File: config.mk
export PLATFORM = sky130hd
export DESIGN_NAME = idli_sqi_ctrl
export DESIGN_NICKNAME = d
export VERILOG_FILES = /design/src/rtl/idli_sqi_ctrl.sv
export SDC_FILE = /design/constraint.sdc
export NUM_CORES = 1
export LEC_CHECK = 0
export BUFFER_PORTS_ARGS = -buffer_cell sky130_fd_sc_hd__buf_2
export CAP_MARGIN = 20
export CORE_ASPECT_RATIO = 0.5
export CORE_MARGIN = 5
export CORE_UTILIZATION = 35
export DETAILED_ROUTE_END_ITERATION = 12
export PLACE_DENSITY = 0.59
export SLEW_MARGIN = 20
export SYNTH_ARGS = -nofsm -noshare
export SYNTH_HDL_FRONTEND = slang
export SYNTH_SLANG_ARGS = --single-unit
File: constraint.sdc
create_clock -name i_clk -period 4.8 [get_ports i_clk]
set_clock_uncertainty 0.05 [all_clocks]
set_input_delay 0.96 -clock i_clk [delete_from_list [all_inputs] [get_ports i_clk]]
set_output_delay 0.96 -clock i_clk [all_outputs]
set_load 0.01 [all_outputs]
File: src/rtl/idli_sqi_ctrl.sv
// SQI serial-RAM transaction sequencer and FE/LS arbiter for the single SQI port.
// Optional feature macro IDLI_SQI_RR_ARB_EN: round-robin arbitration (default: fixed priority, LS over FE).
module idli_sqi_ctrl #(
    parameter logic [7:0]  CMD_RD  = 8'h03,
    parameter logic [7:0]  CMD_WR  = 8'h02,
    parameter int unsigned DUMMY_N = 2
) (
    input  logic        i_clk,
    input  logic        i_rst_n,
    input  logic        i_fe_req,
    input  logic [15:0] i_fe_addr,
    output logic        o_fe_gnt,
    input  logic        i_ls_req,
    input  logic        i_ls_wr,
    input  logic [15:0] i_ls_addr,
    output logic        o_ls_gnt,
    output logic        o_owner,
    output logic        o_busy,
    input  logic        i_stop,
    output logic        o_rd_vld,
    output logic [3:0]  o_rd_slice,
    output logic        o_wr_rdy,
    input  logic [3:0]  i_wr_slice,
    output logic [1:0]  o_ctr,
    output logic        o_sqi_cs_n,
    output logic        o_sqi_sck_en,
    output logic [3:0]  o_sqi_sio_out,
    output logic [3:0]  o_sqi_sio_oe,
    input  logic [3:0]  i_sqi_sio
);

    typedef enum logic [2:0] {
        ST_IDLE, ST_CMD, ST_ADDR, ST_DUMMY, ST_DATA, ST_END
    } state_e;

    state_e      state_q, state_d;
    logic [7:0]  cnt_q, cnt_d;
    logic [1:0]  ctr_q, ctr_d;
    logic        owner_q, owner_d;
    logic        wr_q, wr_d;
    logic [15:0] addr_q, addr_d;
    logic        stop_pend_q, stop_pend_d;
    logic [3:0]  sio_q;
    logic        pick_ls;
    logic        busy;
    logic        data_st;
    logic [31:0] hdr_w;

`ifdef IDLI_SQI_RR_ARB_EN
    // prio_q=1 means LS wins the next tie; after each grant it points at the requester not served.
    logic prio_q, prio_d;
    assign pick_ls = i_ls_req & (~i_fe_req | prio_q);
    assign prio_d  = (state_q == ST_IDLE && (i_fe_req || i_ls_req)) ? ~pick_ls : prio_q;

    always_ff @(posedge i_clk or negedge i_rst_n) begin
        if (!i_rst_n) prio_q <= 1'b0;
        else          prio_q <= prio_d;
    end
`else
    assign pick_ls = i_ls_req;
`endif

    always_ff @(posedge i_clk or negedge i_rst_n) begin
        if (!i_rst_n) begin
            state_q     <= ST_IDLE;
            cnt_q       <= 8'd0;
            ctr_q       <= 2'd0;
            owner_q     <= 1'b0;
            wr_q        <= 1'b0;
            addr_q      <= 16'd0;
            stop_pend_q <= 1'b0;
            sio_q       <= 4'd0;
        end else begin
            state_q     <= state_d;
            cnt_q       <= cnt_d;
            ctr_q       <= ctr_d;
            owner_q     <= owner_d;
            wr_q        <= wr_d;
            addr_q      <= addr_d;
            stop_pend_q <= stop_pend_d;
            sio_q       <= i_sqi_sio;
        end
    end

    // cnt_q runs 0..7 across CMD and ADDR so it doubles as the header nibble index.
    always_comb begin
        state_d     = state_q;
        cnt_d       = cnt_q;
        ctr_d       = ctr_q;
        owner_d     = owner_q;
        wr_d        = wr_q;
        addr_d      = addr_q;
        stop_pend_d = stop_pend_q;
        o_fe_gnt    = 1'b0;
        o_ls_gnt    = 1'b0;
        case (state_q)
            ST_IDLE: begin
                if (i_fe_req || i_ls_req) begin
                    owner_d     = pick_ls;
                    wr_d        = pick_ls & i_ls_wr;
                    addr_d      = pick_ls ? i_ls_addr : i_fe_addr;
                    o_fe_gnt    = ~pick_ls;
                    o_ls_gnt    = pick_ls;
                    cnt_d       = 8'd0;
                    ctr_d       = 2'd0;
                    stop_pend_d = 1'b0;
                    state_d     = ST_CMD;
                end
            end
            ST_CMD: begin
                cnt_d = cnt_q + 8'd1;
                if (cnt_q == 8'd1) state_d = ST_ADDR;
            end
            ST_ADDR: begin
                cnt_d = cnt_q + 8'd1;
                if (cnt_q == 8'd7) begin
                    cnt_d   = 8'd0;
                    state_d = wr_q ? ST_DATA : ST_DUMMY;
                end
            end
            ST_DUMMY: begin
                cnt_d = cnt_q + 8'd1;
                if (cnt_q == 8'(DUMMY_N - 1)) state_d = ST_DATA;
            end
            ST_DATA: begin
                ctr_d = ctr_q + 2'd1;
                if (ctr_q == 2'd3) begin
                    if (i_stop || stop_pend_q) begin
                        stop_pend_d = 1'b0;
                        state_d     = ST_END;
                    end
                end else if (i_stop) begin
                    stop_pend_d = 1'b1;
                end
            end
            ST_END:  state_d = ST_IDLE;
            default: state_d = ST_IDLE;
        endcase
    end

    assign busy    = (state_q == ST_CMD) || (state_q == ST_ADDR) ||
                     (state_q == ST_DUMMY) || (state_q == ST_DATA);
    assign data_st = (state_q == ST_DATA);
    assign hdr_w   = {wr_q ? CMD_WR : CMD_RD, 7'b0, addr_q, 1'b0};

    always_comb begin
        o_busy        = busy;
        o_sqi_cs_n    = ~busy;
        o_sqi_sck_en  = busy;
        o_owner       = busy & owner_q;
        o_rd_vld      = data_st & ~wr_q;
        o_wr_rdy      = data_st & wr_q;
        o_rd_slice    = (data_st && !wr_q) ? sio_q : 4'h0;
        o_ctr         = data_st ? ctr_q : 2'd0;
        o_sqi_sio_out = 4'h0;
        o_sqi_sio_oe  = 4'h0;
        if (state_q == ST_CMD || state_q == ST_ADDR) begin
            o_sqi_sio_out = hdr_w[5'd31 - {cnt_q[2:0], 2'b00} -: 4];
            o_sqi_sio_oe  = 4'hF;
        end else if (data_st && wr_q) begin
            o_sqi_sio_out = i_wr_slice;
            o_sqi_sio_oe  = 4'hF;
        end
    end

endmodule
==> qor.txt, run 1 <==
Hold wc startpoint: addr_q[7]
Status: complete, no violations
Crit-path leading delay family: simple AND/OR/NAND/NOR gates
Worst rel slew slack: 0.477
Max stage delay cell, worst path: nor2_1
Startpoint Class: flop
Total clock sinks: 36
Final setup vio count: 0
Final Max Slew Viols: 0
Peak Freq: 300 MHz
Reg clk slew, reported paths: 0.05 ns
CTS resizes: 0
Wirelength, routed: 4750 um
DR WL/cell: 13.7 um
NumNets Final: 322
Vias: 1736
Remaining global-route overflow: 0
Post-CTS setup buffer count: 0
Layout cell share with drive strength beyond 1: 0.310
Mapped Cells: 218
Hpwl dp: 3580 um
Core area: 5630 um^2
Syn nets: 267
Library cells used by synthesis: 45
I/O Buffers: 67
I/O pin count: 68
Ys async rst share: 1.00
Hold Path End: addr_q[7]
Unrepaired setup endpoints after global routing: false
Initial drt markers: 43
Yosys reg bits: 36
Setup CP Type: flop to output pin
Diode count: 0
Row cnt: 19
Post-synth top flop: dfrtp_1
Syn_area_per_cell: 9.62 um^2
Final period utilization: 0.693
Initial antenna violation count: 0
H-tree depth: 2
Largest net degree at the start of global routing: 37
Worst path cell trace: nor2_1, nand2_1, nor2_1, and2_1, buf_2
Crit-path most repeated cell: nor2_1
Post-CTS Hold Fix Bufs: 0
Area Growth Syn to Fin: 22.0%
First-pass GRT wire length: 8170 um
Die area: 7730 um^2
Starting Density: 0.372
Drt first pass iters: 4
Power Density: 602 nW/um^2
Crit-path max FO: 12
Tightest Hold Check Type: flop to flop
Vias in the first global route: 1744
GRT Total Usage: 0.128
DRC viols: 0
Reg-to-reg endpoint: cnt_q[7]
Max Root-Sink Buffers: 2
Sequential share of the synthesized area: 0.430
Die width: 119 um
Crit path time final: 3.33 ns
Final setup TNS: 0 ns
Crit. End Element: output pin
Skew-Pair Late Insertion Delay: 0.28 ns
Final hold vios: 0
R2r setup slk: 2.78 ns
Buf/Inv on CP: 1
WHS Path Cells: 2
Antenna viol nets, final: 0
Die H: 64.7 um
Req. time, crit path: 3.79 ns
Ys Warns: 0
Peak supply drop: 0.209 mV
Cell Area, Synth: 2100 um^2
Post-synth EDFFs: 0
Slew @ Worst Pin: 0.785 ns
Worst r2r src: cnt_q[0]
R2R depth: 4
Placed Instances: 339
GP Congestion: 0.770
Non-filler instance count after layout: 347
CP peak stage delay: 0.64 ns
Cts bufs inserted: 5
Max-Cap Viols: 0
Crit. path cell count: 5
CTS tree: done
Leakage power: 1.29 nW
Arr. time, crit path: 2.32 ns
Via-to-Cell Ratio: 5.00
Clk root buf: clkbuf_16
Final hold slack: 0.426 ns
-- kinds of logic after synthesis --
family,count (synthesis),synth area share
compound gates,55,0.165
fa+ha+maj,3,0.0179
flops,36,0.430
simple gates,75,0.180
mux,21,0.118
xor+xnor,2,0.00835
buf+inv,26,0.0817
-- sequential cells by signal (all words and copies together) (netlist names) --
name         count
wr_q             1
addr_q          16
sio_q            4
owner_q          1
ctr_q            2
state_q          3
cnt_q            8
stop_pend_q      1
-- layer usage --
metal  GRT usage  up-vias  wire, um
met5           0        -         0
met2       0.221       35      2220
li1            -      881         -
met1       0.164      813      2280
met3      0.0313        7       205
met4      0.0342        0        50
-- cell type report --
cell class / count / area [um^2]
multi-input combinational: 156 / 1040
fill: 550 / 3080
clock buffer: 5 / 125
timing repair buffer: 67 / 335
inverter: 7 / 26.3
sequential: 36 / 901
tap: 73 / 91.3
clock inverter: 3 / 42.5
-- worst max-delay path by stage --
stage | to | slack, ns | startpoint
after floorplan | o_sqi_sio_oe[1] | 2.12 | state_q[0]
after global placement | o_rd_slice[3] | 1.93 | state_q[0]
after detailed placement | o_rd_slice[0] | 1.76 | state_q[0]
after CTS | o_rd_slice[0] | 1.47 | state_q[0]
after global routing | o_rd_slice[3] | 1.20 | state_q[0]
final | o_rd_slice[2] | 1.47 | state_q[0]
-- synthesized netlist by cell type, types with 2 or more instances --
master | instances | share of area
dfrtp_1 | 36 | 0.43
o21ai_0 | 32 | 0.076
nand2_1 | 28 | 0.050
mux2i_1 | 18 | 0.086
nor2_1 | 10 | 0.018
inv_1 | 7 | 0.013
and2_1 | 6 | 0.018
clkbuf_1 | 6 | 0.011
nand3_1 | 6 | 0.014
buf_4 | 5 | 0.018
a22o_1 | 4 | 0.017
and3_1 | 4 | 0.012
buf_6 | 3 | 0.016
clkbuf_8 | 3 | 0.020
ha_1 | 3 | 0.018
mux4_2 | 3 | 0.032
nand2b_1 | 3 | 0.0090
nand3b_1 | 3 | 0.011
nor3_1 | 3 | 0.0072
nor4_1 | 3 | 0.0090
o31ai_1 | 3 | 0.011
a21o_1 | 2 | 0.0072
a2bb2oi_1 | 2 | 0.0084
a31oi_1 | 2 | 0.0060
buf_2 | 2 | 0.0048
nor2b_1 | 2 | 0.0060
-- cell usage in the layout, fill, tap and decap left out, types with 4 or more instances in the layout --
cell,netlist,layout
inv_1,7,7
and2_1,6,6
and3_1,4,4
dfrtp_1,36,36
o21ai_0,32,32
nor2_1,10,10
clkbuf_16,0,5
a22o_1,4,4
nand3_1,6,6
nand2_1,28,28
mux2i_1,18,18
buf_2,2,67
-- report_power, final --
part	switching, mW	total (mW)	internal [mW]
Sequential	0.138	0.554	0.416
Combinational	0.338	0.620	0.283
Clock	0.122	0.366	0.244
-- metrics by stage --
step | cell area (um^2) | worst slack, ns | total power [mW] | utilization
after detailed placement | 2380 | 1.76 | 1.18 | 0.423
after floorplan | 2100 | 2.12 | 1.06 | -
after global routing | 2560 | 1.20 | 1.66 | 0.454
final | 2560 | 1.47 | 1.54 | 0.454
after global placement | 2380 | 1.93 | 1.16 | 0.423
after CTS | 2550 | 1.47 | 1.55 | 0.453
-- tightest hold or removal path: stages, from the launching register on --
cell     delay [ns]
dfrtp_1        0.34
nand2_1        0.05
o21ai_0        0.06
Power figures use the tool's default switching activity.
==> run 2, diff against run 1 <==
PLACE_DENSITY = 0.61   (was 0.59)
clock period = 2.75 ns   (was 4.8 ns; I/O delays follow)
==> run 2 against run 1 <==
Die area unchanged. Final cell count increased by 1.2%. Global-route usage is 0.37 points higher. Worst setup slack got worse by 1.1 ns. Count of clock-buffer cells in the layout did not move. Sequential cell count is the same. Clock power is 81% higher. Via count increased by 2.1%. Core utilization rose by 0.40 points. Critical path type unchanged. Largest power group unchanged.
==> qor.txt, run 2 (synthesis gave the netlist of run 1 again) <==
Most common cell after layout, fill and taps aside: buf_2
Arr. time, crit path: 1.78 ns
Setup CP Type: flop to output pin
Final period utilization: 0.866
GP Congestion: 0.785
CTS resizes: 0
Reg clk slew, reported paths: 0.06 ns
Max-Cap Viols: 0
Die H: 64.7 um
Crit-path max FO: 11
Status: complete, no violations
Startpoint Class: flop
Tightest Hold Check Type: input port to async pin
Seq pwr share: 0.347
Clk root buf: clkbuf_16
Biggest register: addr_q
R2r setup slk: 0.76 ns
Cell internal pwr: 1.67 mW
H-tree depth: 2
Starting Density: 0.372
Slew @ Worst Pin: 0.798 ns
Worst path cell trace: mux4_2, inv_1, o221ai_1, buf_2
Vias in the first global route: 1765
Largest register FFs: 16
Die area: 7730 um^2
P_sw: 1.08 mW
Max stage delay cell, worst path: dfrtp_1
Crit. path cell count: 4
Comb pwr share: 0.412
Final setup vio count: 0
CTS tree: done
NumNets Final: 326
Hpwl dp: 3680 um
Unrepaired setup endpoints after global routing: false
Diode count: 0
Crit-path leading delay family: flip-flops
Skew-Pair Late Insertion Delay: 0.28 ns
Leakage power: 1.30 nW
Final Max Slew Viols: 0
Row cnt: 19
First-pass GRT wire length: 8350 um
Total chip power: 2.74 mW
Cts bufs inserted: 5
R2R depth: 4
Peak Freq: 420 MHz
I/O pin count: 68
Final hold vios: 0
Most frequent cells in the layout: 67 x buf_2, 36 x dfrtp_1, 32 x o21ai_0
Drt first pass iters: 4
Initial antenna violation count: 0
Largest net degree at the start of global routing: 37
GRT Total Usage: 0.132
Final setup TNS: 0 ns
Area Growth Syn to Fin: 23.0%
CP peak stage delay: 0.60 ns
Buf/Inv on CP: 2
DRC viols: 0
Worst rel slew slack: 0.468
Req. time, crit path: 2.15 ns
Clock share of power: 0.241
Peak supply drop: 0.291 mV
Total clock sinks: 36
Core area: 5630 um^2
Cell Area, Placed: 2410 um^2
Max Root-Sink Buffers: 2
Die width: 119 um
Power Density: 1060 nW/um^2
Crit path time final: 2.38 ns
Post-CTS setup buffer count: 0
Initial drt markers: 41
Crit. End Element: output pin
DR WL/cell: 14.1 um
Remaining global-route overflow: 0
Net Sw Frac: 0.393
Design area: 2580 um^2
Vias: 1772
Largest registers: addr_q (16), cnt_q (8), sio_q (4)
Post-CTS Hold Fix Bufs: 0
I/O Buffers: 67
Antenna viol nets, final: 0
Wirelength, routed: 4940 um
Layout cell share with drive strength beyond 1: 0.320
Via-to-Cell Ratio: 5.05
run 2: per-stage QoR:
stage,util,instances,worst slack [ns],hold WS (ns)
after global routing,0.458,351,0.211,0.318
final,0.458,351,0.368,0.300
after global placement,0.428,343,0.705,0.401
after detailed placement,0.428,343,0.669,0.408
after CTS,0.458,351,0.361,0.321
after floorplan,-,218,0.478,0.204
run 2: metal layers:
layer,global-route usage,share of wire,wire (um),vias up
met2,0.226,0.48,2380,34
met3,0.0313,0.035,174,7
met5,0,0,0,-
li1,-,-,-,892
met1,0.166,0.47,2320,839
met4,0.0471,0.014,68,0
run 2: path summary, 6_finish.rpt:
| path | startpoint | to |
|---|---|---|
| setup / recovery | cnt_q[0] | o_sqi_sio_out[1] |
| hold / removal | i_rst_n | addr_q[10] |
| setup reg to reg | cnt_q[0] | cnt_q[7] |
| hold reg to reg | owner_q | owner_q |
| max in group asynchronous | i_rst_n | cnt_q[3] |
| min in group i_clk | i_sqi_sio[1] | sio_q[1] |
run 2: area by class of cell:
cell class | instances | area (um^2)
clock buffers | 5 | 125
clock inverters | 3 | 42.5
fillers | 539 | 3050
inverters | 7 | 26.3
multi-input cells | 156 | 1030
flip-flops and latches | 36 | 901
well taps | 73 | 91.3
repair buffers | 71 | 365
run 2: power groups by stage:
stage	Sequential, mW	Clock (mW)	Combinational (mW)
floorplan	0.817	0	1.03
global placement	0.962	0	1.10
detailed placement	0.958	0	1.14
CTS	0.952	0.665	1.14
global route	0.988	0.687	1.27
finish	0.953	0.661	1.13
